[config.mk]
export PLATFORM = sky130hd
export DESIGN_NAME = instr_sequencer_flat
export DESIGN_NICKNAME = d
export VERILOG_FILES = /design/src/rtl/instr_sequencer_pkg.sv /design/src/rtl/instr_sequencer_if.sv /design/src/rtl/instr_sequencer.sv /design/src/flat_wrapper.sv
export SDC_FILE = /design/constraint.sdc
export NUM_CORES = 1
export LEC_CHECK = 0
export CAP_MARGIN = 20
export CORE_ASPECT_RATIO = 0.8
export CORE_MARGIN = 5
export CORE_UTILIZATION = 40
export DETAILED_ROUTE_END_ITERATION = 8
export HOLD_SLACK_MARGIN = 0.08
export MAX_ROUTING_LAYER = met4
export PLACE_DENSITY = 0.9
export SLEW_MARGIN = 30
export SYNTH_ARGS = -nofsm -noshare
export SYNTH_HDL_FRONTEND = slang
export SYNTH_SLANG_ARGS = --single-unit
[constraint.sdc]
create_clock -name clk -period 2.6 [get_ports clk]
set_input_delay 0.52 -clock clk [delete_from_list [all_inputs] [get_ports clk]]
set_output_delay 0.52 -clock clk [all_outputs]
set_load 0.05 [all_outputs]
[src/rtl/instr_sequencer_pkg.sv]
// cpu_pkg: shared definitions for the instruction sequencer and its neighbours.
// Holds the datapath widths, opcode constants, the sequencer state enumeration
// and small helpers for pulling fields out of an instruction word.
package cpu_pkg;

  localparam int INSTR_W   = 32;
  localparam int ADDR_W    = 8;
  localparam int DATA_W    = 16;
  localparam int OPC_W     = 5;
  localparam int OPC_LSB   = 27;
  localparam int DADDR_LSB = 11;

  localparam logic [OPC_W-1:0] OPC_NOP  = 5'd0;
  localparam logic [OPC_W-1:0] OPC_LD   = 5'd16;
  localparam logic [OPC_W-1:0] OPC_JMP  = 5'd17;
  localparam logic [OPC_W-1:0] OPC_BZ   = 5'd18;
  localparam logic [OPC_W-1:0] OPC_HALT = 5'd31;

  typedef enum logic [2:0] {
    ST_IDLE  = 3'd0,
    ST_FETCH = 3'd1,
    ST_EXEC  = 3'd2,
    ST_MEM   = 3'd3,
    ST_WB    = 3'd4,
    ST_HALT  = 3'd5
  } state_t;

  // Opcode field of an instruction word.
  function automatic logic [OPC_W-1:0] opcode_of(input logic [INSTR_W-1:0] instr);
    return instr[OPC_LSB +: OPC_W];
  endfunction

  // Data-memory address field used by LD.
  function automatic logic [ADDR_W-1:0] daddr_of(input logic [INSTR_W-1:0] instr);
    return instr[DADDR_LSB +: ADDR_W];
  endfunction

  // True for opcodes that the decoder commits directly in EXEC:
  // NOP, the register/ALU group and the unused codes that behave as NOP.
  function automatic logic commits_in_exec(input logic [OPC_W-1:0] opc);
    return (opc <= 5'd15) || ((opc >= 5'd19) && (opc <= 5'd30));
  endfunction

endpackage

[src/rtl/instr_sequencer_if.sv]
// instr_sequencer_if: instruction- and data-memory handshake bundle.
//   imem_req/imem_addr -> instruction memory, imem_ack/imem_rdata <- reply
//   dmem_req/dmem_addr -> data memory,        dmem_ack/dmem_rdata <- reply
// master: the sequencer side; slave: the memory side.
interface instr_sequencer_if;
  import cpu_pkg::*;

  logic               imem_req;
  logic [ADDR_W-1:0]  imem_addr;
  logic               imem_ack;
  logic [INSTR_W-1:0] imem_rdata;
  logic               dmem_req;
  logic [ADDR_W-1:0]  dmem_addr;
  logic               dmem_ack;
  logic [DATA_W-1:0]  dmem_rdata;

  modport master (
    output imem_req, imem_addr, dmem_req, dmem_addr,
    input  imem_ack, imem_rdata, dmem_ack, dmem_rdata
  );

  modport slave (
    input  imem_req, imem_addr, dmem_req, dmem_addr,
    output imem_ack, imem_rdata, dmem_ack, dmem_rdata
  );

endinterface

[src/rtl/instr_sequencer.sv]
// instr_sequencer: fetch/execute sequencer for a small accumulator CPU.
// Ports:
//   clk, rst_n  - rising-edge clock, synchronous active-low reset
//   run         - level enable; stopping only happens at instruction boundaries
//   zero        - ALU zero flag, sampled in EXEC by BZ
//   mem         - instruction/data memory handshakes (master side)
//   op          - latched instruction word for the external decoder
//   op_valid    - one-cycle commit strobe (EXEC for ALU/NOP, WB for LD)
//   ld_data     - LD result, valid with op_valid in WB
//   pc, halted  - program counter and HALT-reached status
// Every output is a register loaded from the next-state values, so outputs
// change only on clock edges and depend on state alone.
module instr_sequencer
  import cpu_pkg::*;
(
  input  logic                  clk,
  input  logic                  rst_n,
  input  logic                  run,
  input  logic                  zero,
  instr_sequencer_if.master     mem,
  output logic [INSTR_W-1:0]    op,
  output logic                  op_valid,
  output logic [DATA_W-1:0]     ld_data,
  output logic [ADDR_W-1:0]     pc,
  output logic                  halted
);

  state_t             state_r,   state_nxt_s;
  logic [ADDR_W-1:0]  pc_r,      pc_nxt_s;
  logic [INSTR_W-1:0] op_r,      op_nxt_s;
  logic [DATA_W-1:0]  ld_data_r, ld_data_nxt_s;
  logic               op_valid_r;
  logic               imem_req_r;
  logic [ADDR_W-1:0]  imem_addr_r;
  logic               dmem_req_r;
  logic [ADDR_W-1:0]  dmem_addr_r;
  logic               halted_r;

  // Next-state and next-datapath decode; acks only matter in their own state.
  always_comb begin
    state_nxt_s   = state_r;
    pc_nxt_s      = pc_r;
    op_nxt_s      = op_r;
    ld_data_nxt_s = ld_data_r;
    case (state_r)
      ST_IDLE: begin
        if (run) state_nxt_s = ST_FETCH;
        else     state_nxt_s = ST_IDLE;
      end
      ST_FETCH: begin
        if (mem.imem_ack) begin
          op_nxt_s    = mem.imem_rdata;
          pc_nxt_s    = pc_r + 8'd1;  // wraps 255 -> 0
          state_nxt_s = ST_EXEC;
        end else begin
          state_nxt_s = ST_FETCH;
        end
      end
      ST_EXEC: begin
        case (opcode_of(op_r))
          OPC_LD:   state_nxt_s = ST_MEM;
          OPC_HALT: state_nxt_s = ST_HALT;
          OPC_JMP: begin
            pc_nxt_s    = op_r[ADDR_W-1:0];
            state_nxt_s = run ? ST_FETCH : ST_IDLE;
          end
          OPC_BZ: begin
            if (zero) pc_nxt_s = op_r[ADDR_W-1:0];
            else      pc_nxt_s = pc_r;
            state_nxt_s = run ? ST_FETCH : ST_IDLE;
          end
          default:  state_nxt_s = run ? ST_FETCH : ST_IDLE;
        endcase
      end
      ST_MEM: begin
        if (mem.dmem_ack) begin
          ld_data_nxt_s = mem.dmem_rdata;
          state_nxt_s   = ST_WB;
        end else begin
          state_nxt_s   = ST_MEM;
        end
      end
      ST_WB: begin
        state_nxt_s = run ? ST_FETCH : ST_IDLE;
      end
      ST_HALT: begin
        if (run) state_nxt_s = ST_HALT;
        else     state_nxt_s = ST_IDLE;
      end
      default: state_nxt_s = ST_IDLE;
    endcase
  end

  // State, datapath and output registers; outputs are pre-decoded from the
  // next state so they line up with the state they describe.
  always_ff @(posedge clk) begin
    if (!rst_n) begin
      state_r     <= ST_IDLE;
      pc_r        <= 8'd0;
      op_r        <= 32'd0;
      ld_data_r   <= 16'd0;
      op_valid_r  <= 1'b0;
      imem_req_r  <= 1'b0;
      imem_addr_r <= 8'd0;
      dmem_req_r  <= 1'b0;
      dmem_addr_r <= 8'd0;
      halted_r    <= 1'b0;
    end else begin
      state_r     <= state_nxt_s;
      pc_r        <= pc_nxt_s;
      op_r        <= op_nxt_s;
      ld_data_r   <= ld_data_nxt_s;
      op_valid_r  <= ((state_nxt_s == ST_EXEC) && commits_in_exec(opcode_of(op_nxt_s)))
                     || (state_nxt_s == ST_WB);
      imem_req_r  <= (state_nxt_s == ST_FETCH);
      imem_addr_r <= pc_nxt_s;
      dmem_req_r  <= (state_nxt_s == ST_MEM);
      dmem_addr_r <= daddr_of(op_nxt_s);
      halted_r    <= (state_nxt_s == ST_HALT);
    end
  end

  assign op            = op_r;
  assign op_valid      = op_valid_r;
  assign ld_data       = ld_data_r;
  assign pc            = pc_r;
  assign halted        = halted_r;
  assign mem.imem_req  = imem_req_r;
  assign mem.imem_addr = imem_addr_r;
  assign mem.dmem_req  = dmem_req_r;
  assign mem.dmem_addr = dmem_addr_r;

endmodule
[src/flat_wrapper.sv]
// flat-port wrapper written by rule: the top's interface ports become plain ports
module instr_sequencer_flat import cpu_pkg::*;
  (clk, rst_n, run, zero, op, op_valid, ld_data, pc, halted, mem_imem_req, mem_imem_addr, mem_dmem_req, mem_dmem_addr, mem_imem_ack, mem_imem_rdata, mem_dmem_ack, mem_dmem_rdata);
  instr_sequencer_if mem_i ();
  input  logic clk;
  input  logic rst_n;
  input  logic run;
  input  logic zero;
  output logic [INSTR_W-1:0] op;
  output logic op_valid;
  output logic [DATA_W-1:0] ld_data;
  output logic [ADDR_W-1:0] pc;
  output logic halted;
  output wire logic [$bits(mem_i.imem_req)-1:0] mem_imem_req;
  output wire logic [$bits(mem_i.imem_addr)-1:0] mem_imem_addr;
  output wire logic [$bits(mem_i.dmem_req)-1:0] mem_dmem_req;
  output wire logic [$bits(mem_i.dmem_addr)-1:0] mem_dmem_addr;
  input wire logic [$bits(mem_i.imem_ack)-1:0] mem_imem_ack;
  input wire logic [$bits(mem_i.imem_rdata)-1:0] mem_imem_rdata;
  input wire logic [$bits(mem_i.dmem_ack)-1:0] mem_dmem_ack;
  input wire logic [$bits(mem_i.dmem_rdata)-1:0] mem_dmem_rdata;
  assign mem_imem_req = mem_i.imem_req;
  assign mem_imem_addr = mem_i.imem_addr;
  assign mem_dmem_req = mem_i.dmem_req;
  assign mem_dmem_addr = mem_i.dmem_addr;
  assign mem_i.imem_ack = mem_imem_ack;
  assign mem_i.imem_rdata = mem_imem_rdata;
  assign mem_i.dmem_ack = mem_dmem_ack;
  assign mem_i.dmem_rdata = mem_dmem_rdata;
  instr_sequencer u_core (.clk(clk), .rst_n(rst_n), .run(run), .zero(zero), .mem(mem_i), .op(op), .op_valid(op_valid), .ld_data(ld_data), .pc(pc), .halted(halted));
endmodule
=== Yosys cells after proc, flatten, opt, wreduce, memory -nomap -nowiden ===
Cells that the tools add are included.
W data, S select, Z words.

* Register bits: 71
* Logic and storage cells: 53
* Output and inout bits: 76
* Input bits: 54

* Multiplexer cells: 12
* Add/subtract/negate cells: 1
* Eq/ne operators: 17
* $lt $le $gt $ge: 3
* Reductions and logical operators: 10

{| class="wikitable"
|+ Operators by type and width
! kind !! count
|-
| $mux W32 || 2
|-
| $pmux W8 S2 || 2
|-
| $eq A5 B5 Y1 const B || 4
|-
| $mux W8 || 2
|-
| $pmux W3 S5 || 1
|-
| $eq A3 B2 Y1 const B || 4
|-
| $eq A3 B3 Y1 const B || 4
|-
| $add A8 B1 Y8 const B || 1
|-
| $eq A3 B1 Y1 const B || 2
|-
| $mux W3 || 2
|-
| $pmux W3 S2 || 1
|-
| $ge A5 B5 Y1 const B || 1
|-
| $le A5 B4 Y1 const B || 1
|-
| $le A5 B5 Y1 const B || 1
|-
| $reduce_and A2 Y1 || 2
|-
| $reduce_and A4 Y1 || 1
|-
| $logic_not A3 Y1 || 1
|-
| $ne A3 B2 Y1 const B || 1
|-
| $ne A3 B3 Y1 const B || 1
|-
| $logic_and A1 B1 Y1 || 2
|-
| $logic_or A1 B1 Y1 || 2
|-
| $mux W2 || 1
|-
| $ne A2 B2 Y1 const B || 1
|-
| $reduce_bool A2 Y1 || 1
|-
| other kinds (2) || 2
|}

=== Logic depth before layout (Yosys ltp) ===
Gate-level depths: netlist (run 1).

* Word-level depth: 7
* Depth in mapped cells: 6
* Mapped depth without buffers: 5

=== Worst setup path after synthesis (run 1) ===
Ideal clock, no wire load.

* Path kind: reg-to-reg
* Start point: register u_core.op_r[28] (netlist: u_core.op[28])
* End point: register u_core.pc_r[3] (netlist: u_core.pc[3])
* Arrival: 1.735 ns
* Data required time: 2.512 ns
* Setup slack: 0.777 ns
* Stages on the path, launching flop included: 6
* Path buffers: 1
* Library setup time: 0.088 ns
* Clock period less this slack: 1.823 ns
* Cell sequence: dfxtp_1 -> and3b_1 -> o2111ai_4 -> and2_1 -> buf_6 -> o32ai_2

* Word-level cells in the longest chain between the ends: 3
* Elaborated cells on any way between the ends: 7
* Classes of those cells: eq/ne: 4; mux: 2; reduce/logical: 1

{| class="wikitable"
|+ Ends and longest elaborated chain
! item !! RTL line !! source
|-
| start: declaration || instr_sequencer.sv:30 || <nowiki>logic [INSTR_W-1:0] op_r, op_nxt_s;</nowiki>
|-
| start signal: assignment || instr_sequencer.sv:111 || <nowiki>op_r <= op_nxt_s;</nowiki>
|-
| $eq A5 B5 Y1 || instr_sequencer.sv:60 || <nowiki>case (opcode_of(op_r))</nowiki>
|-
| $pmux W8 S2, or another cell as far along || instr_sequencer.sv:60 ||
|-
| $pmux W8 S2 / $reduce_and A4 Y1 (equally long branches) || -- ||
|-
| end signal: assignment || instr_sequencer.sv:110 || <nowiki>pc_r <= pc_nxt_s;</nowiki>
|-
| end: declaration || instr_sequencer.sv:29 || <nowiki>logic [ADDR_W-1:0] pc_r, pc_nxt_s;</nowiki>
|}

Parallel ways exist; a longest one is shown, timed or not.
A chain may end at the register's enable or synchronous reset.

==> results of run 1 <==
-- power by group --
part | leakage (nW) | internal (mW) | switching, mW
clock | 0.0942 | 0.415 | 0.360
sequential | 0.510 | 0.991 | 0.0237
combinational | 0.844 | 0.155 | 0.206
-- path summary, 6_finish.rpt --
path	slack [ps]	to	cells after the start
hold reg to reg	450	u_core.op[19]	2
setup reg to reg	750	u_core.pc[5]	4
setup / recovery	320	mem_imem_addr[4]	1
hold / removal	450	u_core.op[19]	2
-- sequential cells by signal, indices dropped and copies added, names as in the netlist --
name,cells
u_core.op,25
u_core.ld_data,16
u_core.pc,8
u_core.mem.dmem_addr,7
u_core.state_r,3
u_core.halted,1
u_core.mem.dmem_req,1
u_core.mem.imem_req,1
u_core.op_valid,1
-- cells in the mapped netlist (2+ instances only) --
cell type	instances	area [µm²]
a21oi_1	63	315
nor3b_1	2	15.0
nor2b_1	3	18.8
buf_4	17	128
a21o_1	2	15.0
and2_1	3	18.8
o32ai_2	5	81.3
nor2_1	7	26.3
nor4_1	4	25.0
and3b_1	2	17.5
clkbuf_1	14	52.6
nand3_1	3	15.0
nor3_1	3	15.0
inv_1	3	11.3
o21ai_0	2	10.0
and3_1	5	31.3
buf_2	6	30.0
dfxtp_1	63	1260
nand2_1	110	413
o22ai_1	2	12.5
a31oi_1	3	18.8
nand4_1	2	12.5
-- routing by layer --
layer | part of all wire, % | vias up | global-route usage, %
li1 | - | 1359 | -
met1 | 43 | 1276 | 24.4
met2 | 49 | 91 | 30.8
met3 | 6.8 | 7 | 5.93
met4 | 0.82 | 0 | 5.36
met5 | 0 | - | -
-- stage by stage --
| step | area, µm² | utilization [%] | hold slack [ps] | std cells |
|---|---|---|---|---|
| after CTS | 4160 | 61.5 | 458 | 541 |
| final | 4160 | 61.5 | 453 | 541 |
| after global routing | 4160 | 61.5 | 472 | 541 |
| after detailed placement | 3970 | 58.8 | 449 | 526 |
| after floorplan | 2740 | - | 631 | 342 |
| after global placement | 3970 | 58.8 | 441 | 526 |
-- cell usage in the layout, fill, tap and decap left out, types with 4 or more instances in the layout --
cell type        instances
clkdlybuf4s50_1        129
nand2_1                110
and3_1                   5
a21oi_1                 63
nor4_1                   4
buf_4                    5
o32ai_2                  5
nor2_1                   7
dfxtp_1                 63
clkbuf_8                12
-- layout make-up --
cell class	count	area share, %
clock buffers	12	3.97
well taps	87	2.62
inverters	4	0.361
repair buffers	135	32.5
multi-input cells	237	29.8
flip-flops and latches	63	30.3
clock inverters	3	0.421
-- cell families (layout without fill, tap and decap cells) --
group / Yosys count / in the layout / share of synthesized area, %
DFF: 63 / 63 / 46.1
and+or+nand+nor: 148 / 148 / 23.9
buffers and inverters: 42 / 154 / 8.64
AOI/OAI and AO/OA: 87 / 87 / 20.6
muxes: 1 / 1 / 0.411
adders and majority gates: 1 / 1 / 0.457
==> summary.txt, run 1 <==
critical path class: reg -> out
setup ws final: 318 ps
Pwr Density: 518 nW/µm²
clock sink count: 63
routability cong.: 0.871
crit-path max cell delay: 880 ps
CTS H-tree depth: 3
initial antenna violation count: 0
pin count of the biggest net entering global routing: 36
clk root buf: clkbuf_8
All-Layer GR Usage: 19.6%
core area: 6760 µm²
clock skew: 9.71 ps
post-CTS sizing: 0
Num CTS Buffers: 9
max-cap viol count: 0
Worst Setup End Kind: output pin
CP Launch Point: u_core.pc[4]
Syn Area/Cell: 8.00 µm²
antenna-violating nets left: 0
number of buffers added for setup after CTS: 0
setup violators final: 0
Final Critical Period: 2280 ps
EDFF count, synth: 0
drt first pass iters: 4
Multi-input gate area: 1240 µm²
clock slew at reported path FFs: 70 ps
DIE WIDTH: 102 µm
overall power: 2.15 mW
delay-heaviest family, CP: buffers and inverters
Hold-fix buffers, CTS: 0
top_reg_cell synth: dfxtp_1
unrepaired setup endpoints after global routing: false
critical path launch point type: flip-flop
Setup TNS: 0 ps
Max Root-Sink Buffers: 2
Distinct cells, synth: 40
crit path buf inv count: 1
I/O Buffers: 129
die area: 8610 µm²
share of cells above drive strength 1: 7.05%
Area growth syn-to-layout: 51.8%
# diodes: 0
Slew Limit Fails: 0
Critical Path RT: 2080 ps
Leakage Power: 1.45 nW
Post-Syn Instances: 342
CTS tree: built
Initial DRC Count: 115
initial core utilization: 40.5%
number of global-route vias before repair: 2,685
first-pass GRT wire length: 13,000 µm
fill count: 603
WL/cell: 14.6 µm
Avg Vias per Cell: 5.05
die height: 84.0 µm
Max transition margin: 58.8%
Synth Warn #: 0
Final Hold Viols: 0
outcome: complete, no violations
vias: 2,733
Worst-Skew Late Latency: 340 ps
FF/Latch Area: 1260 µm²
crit share post-route: 87.8%
sequential area share after synthesis: 46.1%
num ports: 130
FF-to-FF Start: u_core.state_r[0]
worst slew pin tran: 618 ps
Post-synth ARST share: 0%
worst min path class: reg -> reg
synthesized area: 2740 µm²
hold_sp: u_core.op[19]
post-DP HPWL: 5890 µm
worst path cell trace: clkdlybuf4s50_1
crit path max-delay cell type: clkdlybuf4s50_1
syn nets: 397
total wire length: 7910 µm
Peak Freq: 438 MHz
nets: 505
Place WS: 439 ps
Rows: 27
CP max FO: 9
flop and latch count out of synthesis: 63
VDD IR-drop max: 0.000326 V
grt ovf: 0
Arrival @ worst endpoint: 1760 ps
drc violations: 0
(Power assumes the default switching activity.)
==> inputs of run 2 (changes only) <==
- SETUP_SLACK_MARGIN: not set -> 0.5
==> run 2 against run 1 <==
Compared with the run above:
- cell area about the same
- setup slack improved by 250 ps
- utilization increased by 0.056 points
- clock power about the same
- sequential share of layout area about the same
- via count increased by 0.77%
- register-to-register slack about the same
- first-iteration DRC count increased by 2.6%
- die area unchanged
- combinational power decreased by 1%
- sequential power about the same
- critical path depth unchanged
- largest power group unchanged
- highest routed layer unchanged
==> summary.txt, run 2 (synthesis results as in run 1) <==
total wire length: 7950 µm
# diodes: 0
outcome: complete, no violations
Area growth syn-to-layout: 52.0%
first-pass GRT wire length: 13,000 µm
die area: 8610 µm²
CTS H-tree depth: 3
core area: 6760 µm²
Int Pwr: 1.56 mW
Slew Limit Fails: 0
number of buffers added for setup after CTS: 0
Sw Pwr: 0.589 mW
Clock power frac: 36.1%
Rows: 27
worst path cell trace: clkdlybuf4s50_1
Initial DRC Count: 118
num ports: 130
critical path class: reg -> out
non-filler cells, final: 541
die height: 84.0 µm
post-DP HPWL: 5890 µm
crit path buf inv count: 1
Hold-fix buffers, CTS: 0
most common cell after layout, fill and taps aside: nand2_1
Max Root-Sink Buffers: 2
routability cong.: 0.871
All-Layer GR Usage: 19.6%
Avg Vias per Cell: 5.09
Gate power share: 16.6%
critical path launch point type: flip-flop
crit-path max cell delay: 820 ps
number of global-route vias before repair: 2,688
Critical Path RT: 2080 ps
pin count of the biggest net entering global routing: 36
clock sink count: 63
Max transition margin: 59.0%
antenna-violating nets left: 0
CTS tree: built
Pwr Density: 516 nW/µm²
crit path max-delay cell type: clkdlybuf4s50_1
clock skew: 9.17 ps
worst slew pin tran: 613 ps
initial antenna violation count: 0
overall power: 2.15 mW
DIE WIDTH: 102 µm
clock slew at reported path FFs: 60 ps
grt ovf: 0
initial core utilization: 40.5%
Final Hold Viols: 0
fill count: 597
Post-Place Cells: 526
Num CTS Buffers: 9
sw frac: 27.4%
unrepaired setup endpoints after global routing: false
max-cap viol count: 0
crit share post-route: 78.2%
delay-heaviest family, CP: buffers and inverters
Arrival @ worst endpoint: 1510 ps
drt first pass iters: 4
Peak Freq: 492 MHz
setup violators final: 0
Leakage Power: 1.73 nW
Worst Setup End Kind: output pin
share of cells above drive strength 1: 7.05%
commonest cells after routing, fill and taps aside: nand2_1 (110), clkdlybuf4s50_1 (99), a21oi_1 (63), dfxtp_1 (63), dlygate4sd2_1 (19)
Reg power frac: 47.3%
drc violations: 0
max reg flops: 25
Worst-Skew Late Latency: 340 ps
worst min path class: reg -> reg
vias: 2,754
clk root buf: clkbuf_8
VDD IR-drop max: 0.000326 V
Setup TNS: 0 ps
I/O Buffers: 129
nets: 505
WL/cell: 14.7 µm
CP max FO: 3
Final Critical Period: 2030 ps
[run 2: cell types whose count changed in the layout (fill, tap and decap cells not counted)]
| cell | before | now |
|---|---|---|
| clkdlybuf4s50_1 | 129 | 99 |
| dlygate4sd2_1 | 0 | 19 |
| dlymetal6s2s_1 | 0 | 11 |
[run 2: routing by layer]
layer	track usage (%)	vias up	part of all wire, %
met5	-	-	0
met4	5.36	0	1.1
met3	6.02	11	7.1
met2	30.8	103	49
met1	24.4	1280	43
li1	-	1360	-
[run 2: power groups by stage]
stage	sequential [mW]	clock [mW]	combinational, mW
after global routing	1.02	0.855	0.379
final	1.01	0.776	0.356
after global placement	1.03	0	0.356
after floorplan	1.11	0	0.123
after CTS	1.01	0.797	0.358
after detailed placement	1.04	0	0.361
[run 2: path summary, 6_finish.rpt]
check	endpoint	slack [ps]	start	depth (start not counted)
worst min register to register	u_core.op[19]	450	u_core.op[19]	2
worst max register to register	u_core.pc[5]	750	u_core.state_r[0]	4
worst max-delay path	mem_dmem_addr[6]	570	u_core.mem.dmem_addr[6]	1
worst min-delay path	u_core.op[19]	450	u_core.op[19]	2
[run 2: metrics by stage]
stage | utilization [%] | hold slack [ps] | worst slack [ps] | instance area, µm²
floorplan | - | 631 | 777 | 2740
global placement | 58.8 | 441 | 504 | 3970
detailed placement | 58.8 | 449 | 439 | 3970
CTS | 61.2 | 458 | 510 | 4130
global route | 61.6 | 472 | 498 | 4160
finish | 61.6 | 453 | 567 | 4160
[run 2: final cells by class]
type	instances	area, µm²	area share, %
inverter	4	15.0	0.361
timing repair buffer	135	1350	32.5
sequential	63	1260	30.3
clock inverter	3	17.5	0.421
tap	87	109	2.62
clock buffer	12	165	3.97
multi-input combinational	237	1240	29.8
[run 2: timing repair]
action | in CTS | in global routing
resized for setup | 19 | 11
setup endpoints to repair | 19 | 13
hold endpoints to repair | 0 | 0
pin swaps | 0 | 0
==> inputs of run 3 (changes only) <==
- CORE_UTILIZATION: 40 -> 37
- PLACE_DENSITY: 0.9 -> 0.88
- clock period: 2.6 -> 1.75 ns (I/O delays scaled with it)
==> run 3 against run 2 <==
Compared with the run above:
- sequential share of layout area is 3.6 points lower
- clock skew increased by 3.7 ps
- first-iteration DRC count up 61%
- cell area rose by 24%
- critical path type is now reg -> reg
- largest power group unchanged
- highest routed layer unchanged
==> summary.txt, run 3 (synthesis results as in run 1) <==
first-pass GRT wire length: 14,200 µm
drt first pass iters: 5
critical path launch point type: flip-flop
total wire length: 10,900 µm
Setup TNS: 0 ps
Num CTS Buffers: 9
antenna-violating nets left: 0
commonest cells after routing, fill and taps aside: nand2_1 (97), clkdlybuf4s50_1 (53), a21oi_1 (50), buf_6 (42), buf_8 (33)
initial antenna violation count: 0
Sw Pwr: 0.998 mW
CTS H-tree depth: 3
Hold-fix buffers, CTS: 0
Final Critical Period: 1630 ps
max-cap viol count: 0
num ports: 130
VDD IR-drop max: 0.000477 V
worst slew pin tran: 382 ps
Pwr Density: 720 nW/µm²
sw frac: 26.8%
CTS tree: built
Area growth syn-to-layout: 88.5%
Rows: 28
post-DP HPWL: 5920 µm
clock slew at reported path FFs: 80 ps
FF/Latch Area: 1380 µm²
Leakage Power: 1.96 nW
# diodes: 0
All-Layer GR Usage: 20.1%
Clock power frac: 40.7%
Reg power frac: 40.5%
clock skew: 12.9 ps
number of global-route vias before repair: 2,842
Max Root-Sink Buffers: 2
Final Hold Viols: 0
grt ovf: 0
Design Area, Final: 5160 µm²
Worst-Skew Late Latency: 350 ps
Multi-input gate area: 1500 µm²
Critical Path RT: 1960 ps
crit share post-route: 93.2%
outcome: complete, no violations
final core occ: 70.8%
DIE WIDTH: 106 µm
drc violations: 0
nets: 531
clock sink count: 63
fill count: 496
most common cell after layout, fill and taps aside: nand2_1
CP max FO: 11
Peak Freq: 613 MHz
Arrival @ worst endpoint: 1850 ps
Initial DRC Count: 190
Avg Vias per Cell: 5.50
Max transition margin: 74.3%
share of cells above drive strength 1: 48.4%
Gate power share: 18.8%
Worst Setup End Kind: flip-flop
WL/cell: 19.0 µm
unrepaired setup endpoints after global routing: true
worst min path class: reg -> reg
clk root buf: clkbuf_8
Int Pwr: 2.72 mW
core area: 7290 µm²
pin count of the biggest net entering global routing: 36
I/O Buffers: 129
initial core utilization: 37.6%
die area: 9230 µm²
critical path class: reg -> reg
die height: 86.9 µm
max reg flops: 25
Slew Limit Fails: 0
setup violators final: 0
routability cong.: 0.830
vias: 3,143
Post-DP Area: 3910 µm²
run 3: changes by cell type in the layout (fill, tap and decap cells not counted), moves of 11 or more:
cell,previous run,this run
dfxtp_1,63,11
clkdlybuf4s50_1,99,53
buf_6,0,42
buf_8,0,33
dfxtp_2,0,30
dfxtp_4,0,22
dlygate4sd2_1,19,0
buf_4,5,20
a21oi_1,63,50
a21oi_2,0,13
nand2_1,110,97
nand2_2,0,12
dlymetal6s2s_1,11,0
run 3: metal layers:
layer / wire length, µm / part of all wire, % / GRT usage [%] / vias to the layer above
met2: 5480 / 50 / 32.8 / 171
li1: - / - / - / 1432
met5: 0 / 0 / - / -
met3: 947 / 8.7 / 6.08 / 44
met4: 489 / 4.5 / 7.06 / 0
met1: 3950 / 36 / 23.8 / 1496
run 3: final timing paths:
check                                        from                 to  slack [ps]  depth (start not counted)
worst max-delay path            u_core.state_r[2]       u_core.pc[2]         120                          6
worst min-delay path            u_core.ld_data[6]  u_core.ld_data[6]         460                          2
worst max register to register  u_core.state_r[2]       u_core.pc[2]         120                          6
worst min register to register  u_core.ld_data[6]  u_core.ld_data[6]         460                          2
run 3: cell type report:
class                      instances  share of cell area, %
sequential                        63                   26.8
multi-input combinational        238                   29.1
clock buffer                      12                   3.22
tap                               90                   2.18
inverter                           4                  0.339
timing repair buffer             160                   36.9
clock inverter                     4                   1.45
run 3: power by group through the flow:
stage	sequential, mW	combinational (mW)	clock (mW)
finish	1.51	0.699	1.51
global route	1.51	0.729	1.62
detailed placement	1.54	0.539	0
floorplan	1.66	0.190	0
CTS	1.51	0.603	1.53
global placement	1.54	0.533	0
run 3: what timing repair did:
action                                  4_1_cts  5_1_grt
buffers inserted                              8        9
endpoints found under the setup margin       90      132
cloned                                        3        3
pin swaps                                     3       14
resized for setup                            62      151
run 3: critical path, stage by stage (launching register included):
cell and delay (ps):
dfxtp_4 380, nor3b_4 240, buf_12 160, buf_6 160, nor3b_1 70, o21ai_0 340
o22ai_2 170
run 3: per-stage QoR:
stage	hold slack, ps	setup WS (ps)	power, mW	instances
6_report	456	120	3.72	571
5_1_grt	478	85.6	3.86	571
4_1_cts	458	243	3.64	559
3_5_place_dp	448	-96.8	2.08	532
3_3_place_gp	442	-42.3	2.07	532
2_1_floorplan	476	248	1.85	342
